===== src/rtl/memio32_if.sv =====
// CPU data-port bus between the single-cycle core and the memory/IO responder.
// The CPU drives address, strobes and store data; the responder returns load data.
interface memio32_if;
    logic [31:0] addr;
    logic        memread;
    logic        memwrite;
    logic [31:0] wdata;
    logic [31:0] rdata;

    modport master (output addr, memread, memwrite, wdata, input rdata);
    modport slave  (input addr, memread, memwrite, wdata, output rdata);
endinterface


===== src/rtl/memio32.sv =====
// Memory/IO responder: steers CPU loads/stores to block RAM or a small IO bank
// holding LEDs, switches, a prescaled down-counting timer/event counter and bus-error capture.
module memio32 #(
    parameter int          RAM_ADDR_W = 15,
    parameter logic [31:0] IO_BASE    = 32'hFFFF_FC00,
    parameter int          PRESCALE   = 50
) (
    input  logic                  clock,
    input  logic                  reset,
    memio32_if.slave              bus,
    output logic                  ram_wea,
    output logic [RAM_ADDR_W-1:0] ram_addr,
    output logic [31:0]           ram_dina,
    input  logic [31:0]           ram_douta,
    input  logic [15:0]           switch_in,
    input  logic                  pulse_in,
    output logic [15:0]           led_out,
    output logic                  timer_irq,
    output logic                  bus_err
);

    localparam int             PW        = (PRESCALE > 1) ? $clog2(PRESCALE) : 1;
    localparam logic [PW-1:0]  PRESC_MAX = PW'(PRESCALE - 1);

    localparam logic [3:0] OFF_LED     = 4'h0;
    localparam logic [3:0] OFF_SW      = 4'h1;
    localparam logic [3:0] OFF_TCTRL   = 4'h4;
    localparam logic [3:0] OFF_TLOAD   = 4'h5;
    localparam logic [3:0] OFF_TCOUNT  = 4'h6;
    localparam logic [3:0] OFF_TSTAT   = 4'h7;
    localparam logic [3:0] OFF_ERRADDR = 4'hF;

    typedef enum logic [1:0] {S_IDLE, S_RUN, S_HOLD} state_e;

    state_e          state_q, state_d;
    logic [3:0]      tctrl_q, tctrl_d;      // {IRQ_EN, MODE, AUTO, EN}
    logic [31:0]     tcount_q, tcount_d;
    logic [PW-1:0]   presc_q, presc_d;
    logic            done_q, done_d;
    logic [31:0]     tload_q;
    logic [15:0]     led_q;
    logic [31:0]     erraddr_q;
    logic            bus_err_q;
    logic [15:0]     sw_meta_q, sw_sync_q;
    logic            pulse_meta_q, pulse_sync_q, pulse_prev_q;

    logic            ram_sel, io_sel, unmapped, io_wr;
    logic [3:0]      off;
    logic            wr_led, wr_tctrl, wr_tload, wr_tstat;
    logic            tick, expire;
    logic [31:0]     io_rdata, rdata_c;

    assign ram_sel  = (bus.addr[31:RAM_ADDR_W] == '0);
    assign io_sel   = (bus.addr[31:6] == IO_BASE[31:6]);
    assign unmapped = (bus.memread | bus.memwrite) & ~ram_sel & ~io_sel;
    assign off      = bus.addr[5:2];
    assign io_wr    = bus.memwrite & io_sel;
    assign wr_led   = io_wr & (off == OFF_LED);
    assign wr_tctrl = io_wr & (off == OFF_TCTRL);
    assign wr_tload = io_wr & (off == OFF_TLOAD);
    assign wr_tstat = io_wr & (off == OFF_TSTAT);

    assign ram_wea  = bus.memwrite & ram_sel;
    assign ram_addr = bus.addr[RAM_ADDR_W-1:0];
    assign ram_dina = bus.wdata;

    // NOTE: every variable gets a default first so no path through the block infers a latch.
    always_comb begin
        io_rdata = '0;
        case (off)
            OFF_LED:     io_rdata = {16'h0, led_q};
            OFF_SW:      io_rdata = {16'h0, sw_sync_q};
            OFF_TCTRL:   io_rdata = {28'h0, tctrl_q};
            OFF_TLOAD:   io_rdata = tload_q;
            OFF_TCOUNT:  io_rdata = tcount_q;
            OFF_TSTAT:   io_rdata = {31'h0, done_q};
            OFF_ERRADDR: io_rdata = erraddr_q;
            default:     io_rdata = '0;
        endcase
        rdata_c = '0;
        if (bus.memread) begin
            if (ram_sel)     rdata_c = ram_douta;
            else if (io_sel) rdata_c = io_rdata;
        end
    end
    assign bus.rdata = rdata_c;

    assign tick = tctrl_q[2] ? (pulse_sync_q & ~pulse_prev_q) : (presc_q == PRESC_MAX);

    always_comb begin
        state_d  = state_q;
        tctrl_d  = tctrl_q;
        tcount_d = tcount_q;
        presc_d  = presc_q;
        done_d   = done_q;
        expire   = 1'b0;
        if (wr_tstat && bus.wdata[0]) done_d = 1'b0;
        if (wr_tctrl && !bus.wdata[0]) begin
            // Disabling wins over a same-edge expire; count and prescaler freeze.
            tctrl_d = bus.wdata[3:0];
            state_d = S_IDLE;
        end else if (wr_tctrl && state_q != S_RUN) begin
            tctrl_d  = bus.wdata[3:0];
            tcount_d = tload_q;
            presc_d  = '0;
            state_d  = S_RUN;
        end else begin
            if (wr_tctrl) tctrl_d = bus.wdata[3:0];
            if (state_q == S_RUN) begin
                if (!tctrl_q[2]) presc_d = (presc_q == PRESC_MAX) ? '0 : presc_q + 1'b1;
                if (tick) begin
                    if (tcount_q > 32'd1) tcount_d = tcount_q - 32'd1;
                    else                  expire   = 1'b1;
                end
            end
            if (expire) begin
                done_d = 1'b1;
                if (tctrl_d[1]) begin
                    tcount_d = tload_q;
                end else begin
                    tcount_d   = '0;
                    tctrl_d[0] = 1'b0;
                    state_d    = S_HOLD;
                end
            end
        end
    end

    // NOTE: sequential state uses <= so every flop samples pre-edge values regardless of order.
    always_ff @(posedge clock or negedge reset) begin
        if (!reset) begin
            state_q  <= S_IDLE;
            tctrl_q  <= '0;
            tcount_q <= '0;
            presc_q  <= '0;
            done_q   <= 1'b0;
        end else begin
            state_q  <= state_d;
            tctrl_q  <= tctrl_d;
            tcount_q <= tcount_d;
            presc_q  <= presc_d;
            done_q   <= done_d;
        end
    end

    always_ff @(posedge clock or negedge reset) begin
        if (!reset) begin
            led_q     <= '0;
            tload_q   <= '0;
            erraddr_q <= '0;
            bus_err_q <= 1'b0;
        end else begin
            if (wr_led)   led_q     <= bus.wdata[15:0];
            if (wr_tload) tload_q   <= bus.wdata;
            if (unmapped) erraddr_q <= bus.addr;
            bus_err_q <= unmapped;
        end
    end

    always_ff @(posedge clock or negedge reset) begin
        if (!reset) begin
            sw_meta_q    <= '0;
            sw_sync_q    <= '0;
            pulse_meta_q <= 1'b0;
            pulse_sync_q <= 1'b0;
            pulse_prev_q <= 1'b0;
        end else begin
            sw_meta_q    <= switch_in;
            sw_sync_q    <= sw_meta_q;
            pulse_meta_q <= pulse_in;
            pulse_sync_q <= pulse_meta_q;
            pulse_prev_q <= pulse_sync_q;
        end
    end

    assign led_out   = led_q;
    assign timer_irq = done_q & tctrl_q[3];
    assign bus_err   = bus_err_q;

endmodule


===== src/flat_wrapper.sv =====
// flat-port wrapper written by rule: the top's interface ports become plain ports
module memio32_flat 
#(
    parameter int          RAM_ADDR_W = 15,
    parameter logic [31:0] IO_BASE    = 32'hFFFF_FC00,
    parameter int          PRESCALE   = 50
)
  (clock, reset, ram_wea, ram_addr, ram_dina, ram_douta, switch_in, pulse_in, led_out, timer_irq, bus_err, bus_addr, bus_memread, bus_memwrite, bus_wdata, bus_rdata);
  memio32_if bus_i ();
  input  logic clock;
  input  logic reset;
  output logic ram_wea;
  output logic [RAM_ADDR_W-1:0] ram_addr;
  output logic [31:0] ram_dina;
  input  logic [31:0] ram_douta;
  input  logic [15:0] switch_in;
  input  logic pulse_in;
  output logic [15:0] led_out;
  output logic timer_irq;
  output logic bus_err;
  input wire logic [$bits(bus_i.addr)-1:0] bus_addr;
  input wire logic [$bits(bus_i.memread)-1:0] bus_memread;
  input wire logic [$bits(bus_i.memwrite)-1:0] bus_memwrite;
  input wire logic [$bits(bus_i.wdata)-1:0] bus_wdata;
  output wire logic [$bits(bus_i.rdata)-1:0] bus_rdata;
  assign bus_i.addr = bus_addr;
  assign bus_i.memread = bus_memread;
  assign bus_i.memwrite = bus_memwrite;
  assign bus_i.wdata = bus_wdata;
  assign bus_rdata = bus_i.rdata;
  memio32 #(.RAM_ADDR_W(RAM_ADDR_W), .IO_BASE(IO_BASE), .PRESCALE(PRESCALE)) u_core (.clock(clock), .reset(reset), .bus(bus_i), .ram_wea(ram_wea), .ram_addr(ram_addr), .ram_dina(ram_dina), .ram_douta(ram_douta), .switch_in(switch_in), .pulse_in(pulse_in), .led_out(led_out), .timer_irq(timer_irq), .bus_err(bus_err));
endmodule

===== config.mk =====
export PLATFORM = sky130hd
export DESIGN_NAME = memio32_flat
export DESIGN_NICKNAME = d
export VERILOG_FILES = /design/src/rtl/memio32_if.sv /design/src/rtl/memio32.sv /design/src/flat_wrapper.sv
export SDC_FILE = /design/constraint.sdc
export NUM_CORES = 1
export LEC_CHECK = 0
export ABC_AREA = 1
export BUFFER_PORTS_ARGS = -buffer_cell sky130_fd_sc_hd__buf_4
export CELL_PAD_IN_SITES_DETAIL_PLACEMENT = 0
export CELL_PAD_IN_SITES_GLOBAL_PLACEMENT = 1
export CORE_AREA = 2 2 137 166
export CTS_BUF_LIST = sky130_fd_sc_hd__clkbuf_8
export DETAILED_ROUTE_END_ITERATION = 6
export DIE_AREA = 0 0 139 168
export MAX_ROUTING_LAYER = met4
export PLACE_DENSITY = 0.9
export SLEW_MARGIN = 15
export SYNTH_ARGS = -nofsm -noshare
export SYNTH_HDL_FRONTEND = slang
export SYNTH_SLANG_ARGS = --single-unit

===== constraint.sdc =====
create_clock -name clock -period 2.7 [get_ports clock]
set_input_delay 0.135 -clock clock [delete_from_list [all_inputs] [get_ports clock]]
set_output_delay 0.135 -clock clock [all_outputs]
set_load 0.01 [all_outputs]

==> metrics, run 1 <==
Max transition margin=0.485; DR vias/cell=5.16; area share of xor/xnor cells in the synthesized design=0.0277; Synth Area in Adders=0.00545; combinational family with the most area after synthesis=simple AND/OR/NAND/NOR gates; Peak Freq=0.395 GHz; CTS tree=done; pwr dens=about 400 nW/um2; Max VDD drop=roughly 0.00029 V; CTS max path bufs=2; RR Endpoint=u_core.tcount_q[26]$_DFFE_PN0P_; R2R setup slack=around 0.39 ns; antenna cells=0; H-tree depth=4; Die Area=23400 um2; commonest non-fill, non-tap cell in the layout=nand2_1; status=complete, no violations; most frequent cells in the layout=nand2_1 (321), buf_4 (235), dfrtp_1 (161); Synth Net Count=~1300; vias in the first global route=about 9000; Hold WC Path Type=input pin to flip-flop; WS Path Type=input pin to output port; Final period util=0.938; CP Capture Type=output port; Final Power=approximately 4900 uW; gr usage total=0.262; placed cell area=between 10000 and 15000 um2; std cell rows=60; root buf cell=clkbuf_8; Most used DFF post-synth=dfrtp_1; fin worst setup slack=between 0.15 and 0.2 ns; CP most frequent cell=buf_4; asr flop ratio synth=1.00; Routed WL=slightly below 30 mm; Setup crit start kind=input pin; cell area after synthesis=slightly above 9000 um2; DP Worst Slack=between 0.4 and 0.5 ns; final net count=roughly 1600; slowest stage delay, CP=0.53 ns; Initial Util=0.419; Pre-Repair DR Iteration Count=5; design area=~12000 um2; number of remaining DRC errors=0; Yosys reg bits=161; CTS buffer count=17; # Post-CTS Setup Buffers=0; layout cells sized above 1=0.219; Yosys top cell area share=0.439; vias post-DR=around 9000; CP Buf/Inv Count=6; MaxCap Viol Count=0; Leak=between 0.006 and 0.007 uW; number of synthesized flops with an enable pin=0; worst r2r path cells=11; Clk pin slew, worst setup/hold paths=roughly 0.10 ns; Clock Latency Late Sink=approximately 0.5 ns; Simple-Gate Fraction of Synth Area=0.271; Syn Inst Count=1218; die span in x=roughly 140 um; Max Fanout on Critical Path=33; largest area contributor in the netlist=dfrtp_1; Netlist cell types=45; largest cells by area after synthesis=dfrtp_1 (44%), nand2_1 (13%), nor2_1 (5.8%), a21oi_1 (5.6%), buf_4 (4.3%); largest net degree at the start of global routing=a little under 80; max-slew violation count=0; Die H=168 um; delay-heaviest family, CP=buffers and inverters; Buffers on Ports=between 200 and 250; sequence of cells on the critical path=dlygate4sd3_1 -> buf_4 -> nor2_2 -> buf_4 -> nand2_1 -> inv_1 -> buf_4 -> nand2_1 -> o211ai_1 -> nand2_1 -> a21oi_1 -> buf_4; mean area per synthesized cell=between 7 and 8 um2; Max Clock Skew=between 0.01 and 0.015 ns; sequential-to-total area share from yosys stat=0.439; CP max stage cell=dlygate4sd3_1; clk sinks=roughly 160; Syn-to-layout area delta=30.3%; initial antenna violation count=0; final period demand of the worst path=2.53 ns; WHS Path Cells=4; CP arrival=roughly 2.4 ns; mux cell area share after synthesis=0.0196; WL per Instance=16.7 um; DP Wirelength=around 21 mm; Setup TNS=0 ns; Hold Fails Final Rpt=0; RePlAce Congestion=0.951; GR Overflow Total=0; DRT iter0 DRCs=659; Top-Level Pins=between 200 and 250; CP required=2.57 ns; synthesis warning total=0; Synth Area in Compound Gates=0.126; first-pass GRT wire length=approximately 47 mm; WHS Endpoint=u_core.state_q[0]$_DFFE_PN0P_; hold_sp=bus_memwrite; final setup fails=0; RSZ-0062 raised after global routing=no; Core Area=21900 um2; Worst Tran Pin Value=0.772 ns; FF-to-FF Start=u_core.tcount_q[0]$_DFFE_PN0P_; Routed Antenna Nets=0
[per-layer routing]
layer	up-vias	part of all wire	track usage
li1	4363	-	-
met1	4224	0.41	0.315
met2	351	0.48	0.426
met3	85	0.057	0.0404
met4	0	0.052	0.137
met5	-	0	-
[how the worst max path moves through the flow]
| stage | startpoint | to | slack, ns | cells past startpoint |
|---|---|---|---|---|
| 2_1_floorplan | u_core.tcount_q[0]$_DFFE_PN0P_ | u_core.tcount_q[11]$_DFFE_PN0P_ | 0.95 | 12 |
| 4_1_cts | bus_addr[26] | bus_rdata[12] | 0.12 | 11 |
| 5_1_grt | bus_addr[26] | bus_rdata[4] | 0.007 | 11 |
| 3_3_place_gp | u_core.presc_q[0]$_DFFE_PN0P_ | u_core.tcount_q[29]$_DFFE_PN0P_ | 0.55 | 11 |
| 6_report | bus_addr[3] | bus_rdata[18] | 0.17 | 12 |
| 3_5_place_dp | u_core.tcount_q[0]$_DFFE_PN0P_ | u_core.tcount_q[7]$_DFFE_PN0P_ | 0.43 | 12 |
[logic make-up after synthesis]
logic type | after synthesis
simple gates | 589
compound gates | 211
buf+inv | 208
flops | 161
xor+xnor | 29
mux | 16
fa+ha+maj | 4
[per-stage QoR]
stage / instances / hold slack (ns) / utilization
5_1_grt: 1748 / 0.172 / 0.546
3_5_place_dp: 1634 / 0.219 / 0.489
4_1_cts: 1748 / 0.130 / 0.546
6_report: 1748 / 0.167 / 0.546
3_3_place_gp: 1634 / 0.221 / 0.489
2_1_floorplan: 1218 / -0.161 / -
[worst register-to-register path, delay by kind of cell, from the launching register on]
| kind | cells | cell delay, ns |
|---|---|---|
| adder cells (fa/ha/maj) | 1 | 0.23 |
| AND/OR/NAND/NOR | 5 | 0.78 |
| buffers and inverters | 3 | 0.46 |
| AO/OA/AOI/OAI | 2 | 0.31 |
| flip-flops | 1 | 0.46 |
[synth_stat cells (4+ instances only)]
cell type	number
nand2_1	321
dfrtp_1	161
nor2_1	143
a21oi_1	102
inv_1	102
nand3_1	76
o21ai_0	60
buf_4	53
xor2_1	26
buf_2	23
clkbuf_1	22
o211ai_1	18
mux2_2	16
o21ai_1	15
nor2_2	13
nand4_1	8
a32o_1	7
nand2_2	7
ha_1	4
nor3_1	4
[registers in the layout, summed over array words and instances (netlist names), 2 cells and up]
signal            count
u_core.presc_q        6
u_core.erraddr_q     32
u_core.state_q        2
u_core.sw_meta_q     16
u_core.tctrl_q        4
u_core.tload_q       32
u_core.tcount_q      32
u_core.sw_sync_q     16
u_core.led_out       16
[area by class of cell]
cell class,count,area [um2]
Tap cell,279,349
Clock buffer,17,234
Clock inverter,15,176
Sequential cell,161,4030
Inverter,107,407
Fill cell,2076,9960
Multi-Input combinational cell,849,4130
Timing Repair Buffer,320,2640
[repair_timing]
| action | 4_1_cts | 5_1_grt |
|---|---|---|
| resized for setup | 0 | 1 |
| endpoints found under the hold margin | 172 | 0 |
| endpoints found under the setup margin | 0 | 20 |
| hold buffers | 82 | 0 |
[power breakdown]
| part | internal (uW) | total, uW | switching (uW) | leakage (uW) |
|---|---|---|---|---|
| Combinational | 276 | 539 | 264 | 0.00372 |
| Sequential | 2480 | 2510 | 29.8 | 0.00208 |
| Clock | 713 | 1840 | 1120 | 0.000208 |
Power figures use the tool's default switching activity.
==> run 2: changes to the inputs <==
BUFFER_PORTS_ARGS = -buffer_cell sky130_fd_sc_hd__buf_2   (was -buffer_cell sky130_fd_sc_hd__buf_4)
==> run 2 against run 1 <==
Effect of this change:
- register-to-register slack barely moved
- fmax rose by 4.4%
- final cell count decreased by 0.17%
- sequential power is essentially flat
- die area stayed put
- clock skew grew 0.00084 ns
- total power decreased by 1.7%
- first-iteration DRC count decreased by 2.7%
- largest power group unchanged
==> metrics, run 2 (synthesis results as in run 1) <==
status=complete, no violations; CP max stage cell=dlygate4sd3_1; antenna cells=0 (unchanged); layout cells sized above 1=0.220 (+0.000449); final period demand of the worst path=2.42 ns (-0.108 ns); R2R setup slack=0.40 ns (about the same); Setup crit start kind=input pin; CP required=2.57 ns (about the same); Die Area=23400 um2 (unchanged); DP Worst Slack=0.428 ns (+0.0000820 ns); Syn-to-layout area delta=24.4%; Initial Util=0.419 (unchanged); Pre-Repair DR Iteration Count=5 (unchanged); pwr dens=420 nW/um2 (+2.9%); CP Buf/Inv Count=6 (unchanged); root buf cell=clkbuf_8; die span in x=139 um (unchanged); slowest stage delay, CP=0.53 ns (about the same); FF-to-FF Start=u_core.tcount_q[0]$_DFFE_PN0P_; fin worst setup slack=0.276 ns (+0.108 ns); vias post-DR=8967 (-0.62%); DRT iter0 DRCs=641 (-2.7%); design area=11400 um2 (-4.5%); max-slew violation count=0 (unchanged); WHS Endpoint=u_core.tload_q[15]$_DFFE_PN0P_; WHS Path Cells=3 (-1); Clk pin slew, worst setup/hold paths=0.10 ns (about the same); Max VDD drop=0.000272 V (-7.0%); CP arrival=2.29 ns (-0.11 ns); largest net degree at the start of global routing=87 (+13%); first-pass GRT wire length=45.6 mm (-3.2%); Max Clock Skew=0.0152 ns (+0.000842 ns); WL per Instance=16.3 um (-2.5%); commonest non-fill, non-tap cell in the layout=nand2_1; DP Wirelength=20.4 mm (-3.0%); Final period util=0.898 (-0.0399); Worst Tran Pin Value=0.799 ns (+0.0271 ns); H-tree depth=4 (unchanged); RSZ-0062 raised after global routing=no; worst hold slack=0.0178 ns (-0.149 ns); WS Path Type=input pin to output port; Die H=168 um (unchanged); delay-heaviest family, CP=buffers and inverters; Leak=0.00585 uW (-2.5%); clk sinks=161 (unchanged); MaxCap Viol Count=0 (unchanged); vias in the first global route=8853 (-1.5%); count of non-filler cells in the finished layout=1745 (-0.17%); Peak Freq=0.413 GHz (+4.4%); Buffers on Ports=214 (unchanged); worst r2r path cells=12 (+1); Regs by FF count=u_core.erraddr_q x32, u_core.tcount_q x32, u_core.tload_q x32; Setup TNS=0 ns (unchanged); Clock Latency Late Sink=0.47 ns (-0.02 ns); gr usage total=0.252 (-0.00952); RePlAce Congestion=0.968 (+1.8%); Routed Antenna Nets=0 (unchanged); number of remaining DRC errors=0 (unchanged); Routed WL=28.4 mm (-2.7%); placed cell area=10200 um2 (-5.0%); RR Endpoint=u_core.tcount_q[11]$_DFFE_PN0P_; # placed instances=1632 (-0.12%); hold_sp=bus_wdata[15]; Hold Fails Final Rpt=0 (unchanged); std cell rows=60 (unchanged); Hold WC Path Type=input pin to flip-flop; sequence of cells on the critical path=dlygate4sd3_1 -> buf_2 -> nand2_1 -> inv_1 -> nand3_1 -> clkinvlp_4 -> buf_4 -> nand2_1 -> o211ai_1 -> nand2_1 -> a21oi_1 -> buf_2; CTS max path bufs=2 (unchanged); CTS tree=done; CTS buffer count=17 (unchanged); CP Capture Type=output port; Core Area=21900 um2 (unchanged); final setup fails=0 (unchanged); DR vias/cell=5.14 (-0.45%); initial antenna violation count=0 (unchanged); GR Overflow Total=0 (unchanged); most frequent cells in the layout=nand2_1 (321), buf_2 (213), dfrtp_1 (161); final net count=1574 (-0.19%); CP most frequent cell=nand2_1; Max transition margin=0.467 (-0.0180); Max Fanout on Critical Path=17 (-48%); Top-Level Pins=215 (unchanged)
run 2: timing repair:
action	in CTS	in global routing
buffers inserted	0	1
gates resized for setup	0	2
hold buffers	80	0
hold endpoints to repair	178	0
setup endpoints to repair	0	31
run 2: through the flow:
step | total power (uW) | utilization
6_report | 4800 | 0.521
5_1_grt | 5000 | 0.521
4_1_cts | 4840 | 0.521
3_5_place_dp | 2930 | 0.465
3_3_place_gp | 2920 | 0.465
2_1_floorplan | 2730 | -
run 2: final cells by class:
| class | instances | area, um2 |
|---|---|---|
| Clock buffer | 17 | 234 |
| Clock inverter | 15 | 181 |
| Fill cell | 2150 | 10500 |
| Inverter | 107 | 410 |
| Multi-Input combinational cell | 849 | 4130 |
| Sequential cell | 161 | 4030 |
| Tap cell | 279 | 349 |
| Timing Repair Buffer | 317 | 2090 |
run 2: metal layers:
| layer | part of all wire | GRT usage | routed length [um] |
|---|---|---|---|
| met1 | 0.41 | 0.312 | 11700 |
| met2 | 0.49 | 0.417 | 14000 |
| met3 | 0.051 | 0.0321 | 1440 |
| met4 | 0.043 | 0.108 | 1230 |
| met5 | 0 | - | 0 |
run 2: where the power goes:
| part | internal, uW | total (uW) | switching (uW) |
|---|---|---|---|
| logic | 209 | 464 | 255 |
| clock network | 720 | 1830 | 1110 |
| registers | 2480 | 2510 | 30.6 |
| total | 3400 | 4800 | 1390 |
run 2: worst reg2reg max path, stage by stage (launching register included):
cell and delay (ns):
dfrtp_1 0.45, inv_1 0.11, ha_1 0.24, nand2_1 0.13, inv_1 0.11, nand3b_1 0.13
o21ai_1 0.15, nand2_1 0.09, nand2_2 0.33, buf_12 0.23, nor2_1 0.06, nor2_1 0.09
a21oi_1 0.08
run 2: worst max path at each step:
stage / start / depth (start not counted) / to / slack (ns)
floorplan: u_core.tcount_q[0]$_DFFE_PN0P_ / 12 / u_core.tcount_q[11]$_DFFE_PN0P_ / 0.95
global placement: u_core.tcount_q[0]$_DFFE_PN0P_ / 12 / u_core.tcount_q[13]$_DFFE_PN0P_ / 0.54
detailed placement: u_core.tcount_q[0]$_DFFE_PN0P_ / 12 / u_core.tcount_q[17]$_DFFE_PN0P_ / 0.43
CTS: bus_addr[3] / 12 / bus_rdata[26] / 0.13
global route: bus_addr[27] / 11 / bus_rdata[9] / 0.06
finish: bus_addr[3] / 12 / bus_rdata[26] / 0.28
==> run 3: changes to the inputs <==
HOLD_SLACK_MARGIN = 0.08   (was not set)
==> run 3 against run 2 <==
Effect of this change:
- final cell count grew 0.11%
- sequential power is essentially flat
- critical path depth shrank 1
- clock power is essentially flat
- first-iteration DRC count grew 6.1%
- clock-buffer cell count is the same
- via count grew 0.46%
- fmax shrank 1.2%
- final area grew 0.18%
- critical path type unchanged
==> metrics, run 3 (synthesis results as in run 1) <==
Final Power=4810 uW (+0.18%); slowest stage delay, CP=0.53 ns (about the same); H-tree depth=4 (unchanged); max-slew violation count=0 (unchanged); number of remaining DRC errors=0 (unchanged); Max VDD drop=0.000273 V (+0.40%); CP max stage cell=dlygate4sd3_1; # placed instances=1632 (unchanged); Worst setup startpoint=bus_addr[4]; antenna cells=0 (unchanged); layout cells sized above 1=0.219 (-0.000299); DP Wirelength=20.4 mm (unchanged); most frequent cells in the layout=nand2_1 (321), buf_2 (213), dfrtp_1 (161); root buf cell=clkbuf_8; die span in x=139 um (unchanged); gr usage total=0.252 (about the same); Routed WL=28.5 mm (+0.27%); vias in the first global route=8867 (+0.16%); Max Fanout on Critical Path=9 (-8); largest net degree at the start of global routing=87 (unchanged); Clock Latency Late Sink=0.47 ns (about the same); MaxCap Viol Count=0 (unchanged); sequence of cells on the critical path=dlygate4sd3_1 -> buf_2 -> inv_1 -> nor2_2 -> nand3_1 -> clkinv_1 -> nand2_1 -> nand3_1 -> o21ai_0 -> a21oi_1 -> buf_2; final core utilization=0.522 (+0.000913); final setup fails=0 (unchanged); CTS max path bufs=2 (unchanged); worst r2r path cells=12 (unchanged); Worst Tran Pin Value=0.799 ns (-0.000279 ns); DP Worst Slack=0.428 ns (unchanged); WHS Path Cells=4 (+1); clk sinks=161 (unchanged); Pre-Repair DR Iteration Count=5 (unchanged); count of non-filler cells in the finished layout=1747 (+0.11%); Setup TNS=0 ns (unchanged); DRT iter0 DRCs=680 (+6.1%); DR vias/cell=5.16 (+0.34%); commonest non-fill, non-tap cell in the layout=nand2_1; Hold WC Path Type=input pin to flip-flop; FF-to-FF Start=u_core.tcount_q[0]$_DFFE_PN0P_; Initial Util=0.419 (unchanged); Die H=168 um (unchanged); final period demand of the worst path=2.45 ns (+0.0301 ns); std cell rows=60 (unchanged); CP arrival=2.32 ns (+0.03 ns); first-pass GRT wire length=45.7 mm (+0.12%); Leak=0.00586 uW (+0.14%); Die Area=23400 um2 (unchanged); Setup crit start kind=input pin; hold_sp=bus_memwrite; CP Capture Type=output port; final net count=1576 (+0.13%); Core Area=21900 um2 (unchanged); Buffers on Ports=214 (unchanged); Regs by FF count=u_core.erraddr_q x32, u_core.tcount_q x32, u_core.tload_q x32; initial antenna violation count=0 (unchanged); Syn-to-layout area delta=24.6%; Max transition margin=0.467 (about the same); Hold Fails Final Rpt=0 (unchanged); Max Clock Skew=0.0146 ns (-0.000606 ns); WHS Endpoint=u_core.tctrl_q[1]$_DFF_PN0_; Routed Antenna Nets=0 (unchanged); GR Overflow Total=0 (unchanged); fin worst setup slack=0.246 ns (-0.0301 ns); CP required=2.57 ns (about the same); RSZ-0062 raised after global routing=no; RR Endpoint=u_core.tcount_q[7]$_DFFE_PN0P_; WS Path Type=input pin to output port; Peak Freq=0.408 GHz (-1.2%); CTS buffer count=17 (unchanged); Final period util=0.909 (+0.0112); CTS tree=done; pwr dens=420 nW/um2 (about the same); R2R setup slack=0.40 ns (about the same); vias post-DR=9008 (+0.46%); Top-Level Pins=215 (unchanged); status=complete, no violations; WL per Instance=16.3 um (+0.16%); RePlAce Congestion=0.968 (unchanged); Clk pin slew, worst setup/hold paths=0.09 ns (about the same)
## run 3: cell types whose count changed in the layout (fill, tap and decap cells not counted)
cell,previous run,this run
dlygate4sd3_1,80,82
## run 3: what timing repair did
| item | CTS | global route |
|---|---|---|
| endpoints found under the hold margin | 182 | 0 |
| gates resized for setup | 0 | 2 |
| hold buffers | 82 | 0 |
| setup buffers | 0 | 1 |
| endpoints found under the setup margin | 0 | 31 |
## run 3: how the worst max path moves through the flow
stage / endpoint / slack [ns] / cells past startpoint
2_1_floorplan: u_core.tcount_q[11]$_DFFE_PN0P_ / 0.95 / 12
3_3_place_gp: u_core.tcount_q[13]$_DFFE_PN0P_ / 0.54 / 12
3_5_place_dp: u_core.tcount_q[17]$_DFFE_PN0P_ / 0.43 / 12
4_1_cts: bus_rdata[26] / 0.13 / 12
5_1_grt: bus_rdata[9] / 0.06 / 11
6_report: bus_rdata[2] / 0.25 / 11
## run 3: cell type report
type	instances	area, um2
inverter	107	410
clock inverter	15	181
timing repair buffer	319	2110
fill	2145	10500
sequential	161	4030
tap	279	349
clock buffer	17	234
multi-input combinational	849	4130
## run 3: per-stage QoR
| stage | hold WS, ns | instance area, um2 |
|---|---|---|
| 6_report | 0.233 | 11400 |
| 3_3_place_gp | 0.244 | 10200 |
| 3_5_place_dp | 0.243 | 10200 |
| 4_1_cts | 0.196 | 11400 |
| 5_1_grt | 0.224 | 11400 |
| 2_1_floorplan | -0.161 | 9180 |
## run 3: critical path: cells and delay by family
kind / cells / cell delay, ns
AO/OA/AOI/OAI: 2 / 0.34
buffers and inverters: 5 / 1.32
AND/OR/NAND/NOR: 4 / 0.52
## run 3: power breakdown
group | internal, uW | switching, uW | leakage, uW | total, uW
clock | 720 | 1110 | 0.000211 | 1830
sequential | 2480 | 30.5 | 0.00208 | 2510
combinational | 211 | 256 | 0.00357 | 466
## run 3: metal layers
layer	part of all wire	routed length, um	up-vias	track usage
met5	0	0	-	-
met4	0.042	1210	0	0.108
met3	0.051	1440	61	0.0321
met2	0.49	14000	362	0.418
met1	0.41	11800	4233	0.312
li1	-	-	4352	-
